File: src/rtl/load_store_unit_if.sv
// Request, response and data-memory port bundle for the load/store unit.
// master = requester/memory side, slave = the load/store unit itself.
interface load_store_unit_if #(
    parameter int ADDR_W = 16
);
    logic              req_valid;
    logic              req_ready;
    logic              req_we;
    logic [1:0]        req_size;
    logic              req_uns;
    logic [31:0]       req_addr;
    logic [31:0]       req_wdata;
    logic              resp_valid;
    logic [31:0]       resp_rdata;
    logic              resp_err;
    logic [ADDR_W-1:0] mem_addr;
    logic              mem_rd;
    logic              mem_wr;
    logic [31:0]       mem_wdata;
    logic [31:0]       mem_rdata;

    modport master (
        output req_valid, req_we, req_size, req_uns, req_addr, req_wdata, mem_rdata,
        input  req_ready, resp_valid, resp_rdata, resp_err,
        input  mem_addr, mem_rd, mem_wr, mem_wdata
    );

    modport slave (
        input  req_valid, req_we, req_size, req_uns, req_addr, req_wdata, mem_rdata,
        output req_ready, resp_valid, resp_rdata, resp_err,
        output mem_addr, mem_rd, mem_wr, mem_wdata
    );
endinterface

File: src/rtl/load_store_unit.sv
// MEM-stage load/store unit in front of a word-wide, big-endian data memory.
// Loads and word stores complete in one cycle; byte/half stores run a
// read-modify-write through the MERGE state because the memory only writes words.
module load_store_unit #(
    parameter int ADDR_W      = 16,
    parameter int DEPTH_WORDS = 128
) (
    input  logic               i_clk,
    input  logic               i_rst_n,
    load_store_unit_if.slave   i_bus
);

    localparam logic [0:0] S_IDLE  = 1'b0;
    localparam logic [0:0] S_MERGE = 1'b1;

    localparam logic [1:0] SZ_BYTE = 2'b00;
    localparam logic [1:0] SZ_HALF = 2'b01;
    localparam logic [1:0] SZ_WORD = 2'b10;
    localparam logic [1:0] SZ_ILL  = 2'b11;

    logic [0:0]        r_state;
    logic              r_resp_valid;
    logic              r_resp_err;
    logic [31:0]       r_resp_rdata;
    logic [ADDR_W-1:0] r_addr;
    logic [1:0]        r_off;
    logic [1:0]        r_size;
    logic [15:0]       r_wdata;
    logic [31:0]       r_old;

    logic              w_idle;
    logic              w_accept;
    logic              w_err;
    logic              w_ok;
    logic              w_word_store;
    logic [31:0]       w_merged;

    // Select the addressed lane (offset 0 = MSB byte) and extend it to 32 bits.
    function automatic logic [31:0] extract_load(input logic [31:0] word,
                                                 input logic [1:0]  off,
                                                 input logic [1:0]  size,
                                                 input logic        uns);
        logic [7:0]  b;
        logic [15:0] h;
        logic [31:0] res;
        case (off)
            2'd0:    b = word[31:24];
            2'd1:    b = word[23:16];
            2'd2:    b = word[15:8];
            default: b = word[7:0];
        endcase
        h = off[1] ? word[15:0] : word[31:16];
        case (size)
            SZ_BYTE: res = uns ? {24'h0, b} : {{24{b[7]}}, b};
            SZ_HALF: res = uns ? {16'h0, h} : {{16{h[15]}}, h};
            default: res = word;
        endcase
        return res;
    endfunction

    // Replace the addressed byte or half of the old word with the store data.
    function automatic logic [31:0] merge_store(input logic [31:0] old,
                                                input logic [1:0]  off,
                                                input logic [1:0]  size,
                                                input logic [15:0] wd);
        logic [31:0] res;
        res = old;
        if (size == SZ_BYTE) begin
            case (off)
                2'd0:    res[31:24] = wd[7:0];
                2'd1:    res[23:16] = wd[7:0];
                2'd2:    res[15:8]  = wd[7:0];
                default: res[7:0]   = wd[7:0];
            endcase
        end else if (off[1]) begin
            res[15:0] = wd;
        end else begin
            res[31:16] = wd;
        end
        return res;
    endfunction

    // Accept qualification and request checks (alignment, size, range).
    always_comb begin
        w_idle       = (r_state == S_IDLE);
        w_accept     = i_bus.req_valid & w_idle;
        w_err        = (i_bus.req_size == SZ_ILL)
                     | ((i_bus.req_size == SZ_HALF) & i_bus.req_addr[0])
                     | ((i_bus.req_size == SZ_WORD) & (i_bus.req_addr[1:0] != 2'b00))
                     | ({2'b00, i_bus.req_addr[31:2]} >= 32'(DEPTH_WORDS));
        w_ok         = w_accept & ~w_err;
        w_word_store = i_bus.req_we & (i_bus.req_size == SZ_WORD);
        w_merged     = merge_store(r_old, r_off, r_size, r_wdata);
    end

    // Memory port drive; strobes are forced off while reset is asserted so a
    // reset landing on the MERGE cycle abandons the write.
    always_comb begin
        i_bus.req_ready = w_idle;
        i_bus.mem_addr  = w_idle ? i_bus.req_addr[ADDR_W+1:2] : r_addr;
        i_bus.mem_rd    = i_rst_n & w_ok & ~w_word_store;
        i_bus.mem_wr    = i_rst_n & ((w_ok & w_word_store) | ~w_idle);
        i_bus.mem_wdata = w_idle ? i_bus.req_wdata : w_merged;
        i_bus.resp_valid = r_resp_valid;
        i_bus.resp_err   = r_resp_err;
        i_bus.resp_rdata = r_resp_rdata;
    end

    // Control FSM, RMW context capture and one-cycle response pulse.
    always_ff @(posedge i_clk) begin
        if (!i_rst_n) begin
            r_state      <= S_IDLE;
            r_resp_valid <= 1'b0;
            r_resp_err   <= 1'b0;
            r_resp_rdata <= 32'h0;
            r_addr       <= '0;
            r_off        <= 2'b00;
            r_size       <= 2'b00;
            r_wdata      <= 16'h0;
            r_old        <= 32'h0;
        end else begin
            r_resp_valid <= 1'b0;
            r_resp_err   <= 1'b0;
            r_resp_rdata <= 32'h0;
            case (r_state)
                S_IDLE: begin
                    if (w_accept) begin
                        if (w_err) begin
                            r_resp_valid <= 1'b1;
                            r_resp_err   <= 1'b1;
                        end else if (!i_bus.req_we) begin
                            r_resp_valid <= 1'b1;
                            r_resp_rdata <= extract_load(i_bus.mem_rdata, i_bus.req_addr[1:0],
                                                         i_bus.req_size, i_bus.req_uns);
                        end else if (w_word_store) begin
                            r_resp_valid <= 1'b1;
                        end else begin
                            r_state <= S_MERGE;
                            r_addr  <= i_bus.req_addr[ADDR_W+1:2];
                            r_off   <= i_bus.req_addr[1:0];
                            r_size  <= i_bus.req_size;
                            r_wdata <= i_bus.req_wdata[15:0];
                            r_old   <= i_bus.mem_rdata;
                        end
                    end
                end
                default: begin
                    r_state      <= S_IDLE;
                    r_resp_valid <= 1'b1;
                end
            endcase
        end
    end

endmodule
File: src/flat_wrapper.sv
// flat-port wrapper written by rule: the top's interface ports become plain ports
module load_store_unit_flat 
#(
    parameter int ADDR_W      = 16,
    parameter int DEPTH_WORDS = 128
)
  (i_clk, i_rst_n, i_bus_req_valid, i_bus_req_we, i_bus_req_size, i_bus_req_uns, i_bus_req_addr, i_bus_req_wdata, i_bus_mem_rdata, i_bus_req_ready, i_bus_resp_valid, i_bus_resp_rdata, i_bus_resp_err, i_bus_mem_addr, i_bus_mem_rd, i_bus_mem_wr, i_bus_mem_wdata);
  load_store_unit_if #(.ADDR_W(ADDR_W)) i_bus_i ();
  input  logic i_clk;
  input  logic i_rst_n;
  input wire logic [$bits(i_bus_i.req_valid)-1:0] i_bus_req_valid;
  input wire logic [$bits(i_bus_i.req_we)-1:0] i_bus_req_we;
  input wire logic [$bits(i_bus_i.req_size)-1:0] i_bus_req_size;
  input wire logic [$bits(i_bus_i.req_uns)-1:0] i_bus_req_uns;
  input wire logic [$bits(i_bus_i.req_addr)-1:0] i_bus_req_addr;
  input wire logic [$bits(i_bus_i.req_wdata)-1:0] i_bus_req_wdata;
  input wire logic [$bits(i_bus_i.mem_rdata)-1:0] i_bus_mem_rdata;
  output wire logic [$bits(i_bus_i.req_ready)-1:0] i_bus_req_ready;
  output wire logic [$bits(i_bus_i.resp_valid)-1:0] i_bus_resp_valid;
  output wire logic [$bits(i_bus_i.resp_rdata)-1:0] i_bus_resp_rdata;
  output wire logic [$bits(i_bus_i.resp_err)-1:0] i_bus_resp_err;
  output wire logic [$bits(i_bus_i.mem_addr)-1:0] i_bus_mem_addr;
  output wire logic [$bits(i_bus_i.mem_rd)-1:0] i_bus_mem_rd;
  output wire logic [$bits(i_bus_i.mem_wr)-1:0] i_bus_mem_wr;
  output wire logic [$bits(i_bus_i.mem_wdata)-1:0] i_bus_mem_wdata;
  assign i_bus_i.req_valid = i_bus_req_valid;
  assign i_bus_i.req_we = i_bus_req_we;
  assign i_bus_i.req_size = i_bus_req_size;
  assign i_bus_i.req_uns = i_bus_req_uns;
  assign i_bus_i.req_addr = i_bus_req_addr;
  assign i_bus_i.req_wdata = i_bus_req_wdata;
  assign i_bus_i.mem_rdata = i_bus_mem_rdata;
  assign i_bus_req_ready = i_bus_i.req_ready;
  assign i_bus_resp_valid = i_bus_i.resp_valid;
  assign i_bus_resp_rdata = i_bus_i.resp_rdata;
  assign i_bus_resp_err = i_bus_i.resp_err;
  assign i_bus_mem_addr = i_bus_i.mem_addr;
  assign i_bus_mem_rd = i_bus_i.mem_rd;
  assign i_bus_mem_wr = i_bus_i.mem_wr;
  assign i_bus_mem_wdata = i_bus_i.mem_wdata;
  load_store_unit #(.ADDR_W(ADDR_W), .DEPTH_WORDS(DEPTH_WORDS)) u_core (.i_clk(i_clk), .i_rst_n(i_rst_n), .i_bus(i_bus_i));
endmodule
File: config.mk
export PLATFORM = sky130hd
export DESIGN_NAME = load_store_unit_flat
export DESIGN_NICKNAME = d
export VERILOG_FILES = /design/src/rtl/load_store_unit_if.sv /design/src/rtl/load_store_unit.sv /design/src/flat_wrapper.sv
export SDC_FILE = /design/constraint.sdc
export NUM_CORES = 1
export LEC_CHECK = 0
export ABC_AREA = 1
export BUFFER_PORTS_ARGS = -buffer_cell sky130_fd_sc_hd__buf_2
export CORE_MARGIN = 2
export CORE_UTILIZATION = 50
export CTS_BUF_LIST = sky130_fd_sc_hd__clkbuf_8
export DETAILED_ROUTE_END_ITERATION = 16
export PLACE_DENSITY = 0.82
export SETUP_SLACK_MARGIN = 0.4
export SLEW_MARGIN = 20
export SYNTH_ARGS = -nofsm -noshare
export SYNTH_HDL_FRONTEND = slang
export SYNTH_SLANG_ARGS = --single-unit
File: constraint.sdc
create_clock -name i_clk -period 3.2 [get_ports i_clk]
set_clock_uncertainty 0.05 [all_clocks]
set_input_delay 0.16 -clock i_clk [delete_from_list [all_inputs] [get_ports i_clk]]
set_output_delay 0.16 -clock i_clk [all_outputs]
set_load 0.02 [all_outputs]
# --- Word level (Yosys, flattened, before mapping) ---
# Cells that the tools add are included.
# W data, S select, Z words.
totals:
  regBits: 103
  input_bits: 103
  output_inout_bits: 85
  word_cells: 67
classes:
  order_cmp: 1
  n_eq_ne: 7
  muxes: 21
  n_bitwise: 19
  reduce_logical: 10
ops:
  columns: ["cell", "count"]
  rows:
  - ["$mux W32", 4]
  - ["$mux W16", 4]
  - ["$pmux W32 S2", 1]
  - ["$mux W8", 4]
  - ["$ge A30 B8 Y1 const B", 1]
  - ["$pmux W8 S3", 1]
  - ["$reduce_or A5 Y1", 2]
  - ["$and A1 B1 Y1", 9]
  - ["$eq A2 B2 Y1 const B", 4]
  - ["$logic_not A2 Y1", 4]
  - ["$mux W1", 7]
  - ["$eq A2 B1 Y1 const B", 3]
  - ["$not A1 Y1", 6]
  - ["$reduce_or A3 Y1", 2]
  - ["$reduce_and A5 Y1", 1]
  - ["$or A1 B1 Y1", 4]
  - ["$reduce_bool A2 Y1", 1]

# --- Logic depth before layout (Yosys ltp) ---
logic_depth:
  depth_word: 10
  mapped_depth: 10
  ltp_nobuf: 9

# --- Worst setup path before layout ---
# Ideal clock, no wire load.
synth_timing:
  path_type: "register -> output"
  start: "register u_core.r_off[1]"
  end: "output i_bus_mem_wdata[10]"
  arrival_time_ns: 1.542
  t_required_ns: 2.990
  path_slack_ns: 1.448
  stages_incl_launch_ff: 8
  n_path_buf: 2
  path_cell_list: "dfxtp_1 -> inv_1 -> clkbuf_1 -> nor2_1 -> inv_1 -> clkbuf_1 -> o21ai_0 -> a31oi_1"
synth_between:
  elab_chain_cells: 4
  elab_cells_between_ends: 5
  classes_between: "1 x eq/ne; 4 x mux"
synth_rtl:
  columns: ["element", "line_no", "text"]
  rows:
  - ["start: declaration", "load_store_unit.sv:26", "logic [1:0] r_off;"]
  - ["start signal: assignment", "load_store_unit.sv:140", "r_off <= i_bus.req_addr[1:0];"]
  - ["$eq A2 B2 Y1", "load_store_unit.sv:69", "case (off)"]
  - ["$mux W8", "load_store_unit.sv:69", null]
  - ["$mux W32 *", "load_store_unit.sv:68", "if (size == SZ_BYTE) begin"]
  - ["$mux W32 *", "load_store_unit.sv:103", "i_bus.mem_wdata = w_idle ? i_bus.req_wdata : w_merged;"]
  - ["end: declaration", "flat_wrapper.sv:25", "output wire logic [$bits(i_bus_i.mem_wdata)-1:0] i_bus_mem_wdata;"]
# Every way passes the cells marked *; elsewhere a longest branch is shown, timed or not.

# --- Final worst setup path ---
layout_timing:
  start: "register u_core.r_off[1]"
  end: "output i_bus_mem_wdata[15]"
# The elaborated chain is that of the path after synthesis.

==> results.txt <==
----------------------------------------------------
[Timing]
  Setup repair after global routing missed its margin ... false
  Final setup violation count ... 0
  Setup TNS ... 0 ns
  Final critical path time including I/O delays and setup ... 2.37 ns
  Slack of the critical path ... approximately 0.83 ns
  Worst hold slack after final layout ... -0.00393 ns
  Max-Slew Margin vs Limit ... 35.1%
  Endpoints failing hold ... 1
  Highest achievable clock rate ... between 400 and 500 MHz
  Portion of the clock cycle consumed by the worst path in the final layout ... ~74%
  Slew Viols, Final ... 0
  Slew of the pin with the lowest slew margin ... approximately 1 ns

[Setup path]
  Critical path fanouts, max ... 35
  Worst endpoint data arrival time ... around 2.2 ns
  Crit Path Class ... reg -> out
  Worst endpoint required time ... 2.99 ns
  CP startpoint ... u_core.r_off[1]$_SDFFE_PN0P_
  Startpoint types ... register
  Worst reg2reg path startpoint ... u_core.r_state$_SDFF_PP0_
  Category of the worst setup path capture point ... output port

[GRT]
  Antenna violations before repair ... 0
  Global routing usage summed across all routing layers ... 28.8%
  Total congestion overflow ... 0
  Via count of the first global-routing pass ... ~6100
  Maximum number of pins on one net before global-route repair ... ~80
  Wire length of the first global-routing pass ... ~30000 µm

[Place]
  Global placement routability congestion ... between 1 and 1.5
  Buffers added on ports ... about 190
  Worst setup timing slack at the placement stage ... 0.967 ns
  Hpwl dp ... ~13000 µm

[Routing]
  Total Routed Length ... roughly 19000 µm
  Average vias per placed instance ... approximately 5.3
  Post-route DRC violation count ... 0
  Number of violations reported at the end of detailed-routing iteration 0 ... 600
  Average detailed-routed wire length per instance ... about 14 µm
  Met1 layer wirelength in the final routing ... between 8000 and 9000 µm
  Routed via count ... ~6900
  Count of TritonRoute iterations in the first routing pass ... 5
  Top Metal Used ... met4
  Met3 wire len ... roughly 1600 µm
  Total met2 wirelength after detailed routing ... roughly 8500 µm
  Routed Antenna Nets ... 0

[Clock network]
  Source-to-sink clock delay at the later pin of the worst-skew pair ... 0.36 ns
  Setup bufs post-CTS ... 0
  Clock tree from TritonCTS ... done
  CTS resizes ... 0
  H-tree levels ... 3
  Register clock-pin slew on the reported worst setup and hold paths ... 0.10 ns
  Clock tree buffer depth ... 2
  Cell at the root of the clock tree ... sky130_fd_sc_hd__clkbuf_8
  CTS sink count ... 103
  Number of CTS-inserted buffers ... 9
  Count of hold buffers inserted by post-cts repair ... 4

[Power]
  Total power draw ... ~2500 µW
  Leakage power figure ... ~0.0036 µW
  Pwr/cell area ... ~350 mW/mm²
  VDD IR max ... approximately 0.3 mV

[Synthesis]
  Net count of the mapped netlist ... between 1000 and 1500
  Area of the mapped netlist ... between 0.006 and 0.007 mm²
  Share of the synthesized area in the top cell type ... about a third
  Most area-hungry cell type in the Yosys netlist ... sky130_fd_sc_hd__dfxtp_1
  Average cell area after synthesis ... between 5 and 6 µm²
  Seq/Total Area, Yosys ... between 30% and 40%
  Gate Count Post-Synth ... a little over 1000
  Distinct cell type count after synthesis ... 25
  Synth area leaders ... sky130_fd_sc_hd__dfxtp_1, sky130_fd_sc_hd__nand2_1, sky130_fd_sc_hd__inv_1
  Yosys Warn Count ... 0
  Number of register bits inferred by synthesis ... roughly 100

[Layout]
  Final layout net count ... around 1300
  Ant diodes ... 0
  Share of post-route cells with drive strength above 1 ... about a fifth
  Utilization after layout ... roughly three fifths
  Fillcell total ... approximately 1200
  Area added between synthesis and finish ... 19.4%

[Die]
  Horizontal die dimension ... about 110 µm
  Initial core utilization ... a little over 50%
  Number of top-level pins ... roughly 190
  CORE AREA ... around 0.012 mm²
  Cell Rows ... 40
  DIE HEIGHT ... ~110 µm
  Total Die Area ... between 0.01 and 0.015 mm²

[Hold path]
  Type of the most critical hold path ... in -> reg
  Worst Hold Launch ... i_bus_mem_rdata[23]

[Status]
  Status ... finished with violations
  Failing checks ... hold timing

[Job]
  Max-Cap Viols ... 0

----------------------------------------------------
-- stage by stage --
| step | instances | cell area [µm²] |
|---|---|---|
| final | 1306 | 7220 |
| after global routing | 1306 | 7220 |
| after CTS | 1306 | 7220 |
| after detailed placement | 1286 | 6980 |
| after global placement | 1286 | 6980 |
| after floorplan | 1012 | 6050 |
-- registers in the layout (all words and copies together), names as in the netlist --
register / flops
u_core.i_bus.resp_valid: 1
u_core.r_off: 2
u_core.r_size: 2
u_core.r_wdata: 16
u_core.i_bus.resp_rdata: 32
u_core.i_bus.resp_err: 1
u_core.r_addr: 16
u_core.r_old: 32
u_core.r_state: 1
-- path summary, 6_finish.rpt --
kind,end,slack [ns],depth (start not counted)
max,i_bus_mem_wdata[15],0.83,8
min,u_core.i_bus.resp_rdata[23]$_SDFF_PP0_,-0.004,3
max reg2reg,u_core.r_old[22]$_SDFFE_PN0P_,1.18,7
min reg2reg,u_core.r_addr[10]$_SDFFE_PN0P_,0.40,2
-- layout by cell type, fill, tap and decap left out, types with 4 or more instances in the layout --
| master | n |
|---|---|
| sky130_fd_sc_hd__nand2_1 | 199 |
| sky130_fd_sc_hd__inv_1 | 193 |
| sky130_fd_sc_hd__buf_2 | 187 |
| sky130_fd_sc_hd__nor2_1 | 135 |
| sky130_fd_sc_hd__dfxtp_1 | 102 |
| sky130_fd_sc_hd__a21oi_1 | 94 |
| sky130_fd_sc_hd__o21ai_0 | 93 |
| sky130_fd_sc_hd__nand4_1 | 58 |
| sky130_fd_sc_hd__a31oi_1 | 32 |
| sky130_fd_sc_hd__nor3_1 | 11 |
| sky130_fd_sc_hd__buf_4 | 11 |
| sky130_fd_sc_hd__clkbuf_8 | 9 |
| sky130_fd_sc_hd__a221oi_1 | 7 |
| sky130_fd_sc_hd__dlygate4sd3_1 | 4 |
-- synthesized netlist by cell type, drive strengths merged --
cell type	instances
a21oi	95
a221oi	7
a31oi	32
and3	1
buf	20
clkbuf	51
clkinv	1
dfxtp	103
inv	195
nand2	199
nand3	3
nand4	58
nor2	138
nor3	12
nor4	1
o211ai	1
o21ai	95
-- report_power, final --
group          internal, µW  switching (µW)
Combinational           125             231
Sequential             1280           0.198
Clock                   372             487
-- cell families (layout without fill, tap and decap cells) --
| group | count (synthesis) | after routing | synth area share (%) |
|---|---|---|---|
| flip-flops | 103 | 103 | 34.1 |
| AO/OA/AOI/OAI | 230 | 230 | 20.2 |
| AND/OR/NAND/NOR | 412 | 412 | 28.7 |
| buffers and inverters | 267 | 414 | 16.9 |
-- area by class of cell --
cell class / instances / area (µm²) / share of cell area (%)
Inverter: 196 / 736 / 10.2
Timing Repair Buffer: 202 / 1060 / 14.7
Clock buffer: 9 / 124 / 1.72
Clock inverter: 7 / 77.6 / 1.07
Multi-Input combinational cell: 642 / 2980 / 41.2
Sequential cell: 103 / 2060 / 28.6
Tap cell: 147 / 184 / 2.55
-- worst max-delay path, stage by stage, from the launching register on --
cell	delay, ns
sky130_fd_sc_hd__dfxtp_1	0.40
sky130_fd_sc_hd__inv_1	0.07
sky130_fd_sc_hd__buf_4	0.23
sky130_fd_sc_hd__nor2_1	0.11
sky130_fd_sc_hd__inv_1	0.20
sky130_fd_sc_hd__a21oi_1	0.17
sky130_fd_sc_hd__o21ai_0	0.11
sky130_fd_sc_hd__a31oi_1	0.27
sky130_fd_sc_hd__buf_2	0.23
-- layer usage --
metal	vias to the layer above	track usage (%)
met5	-	0
met4	0	11.4
met3	50	3.99
met1	3057	39.9
li1	3486	-
met2	327	45.4
Note: power is estimated with default switching activity, not from simulation.
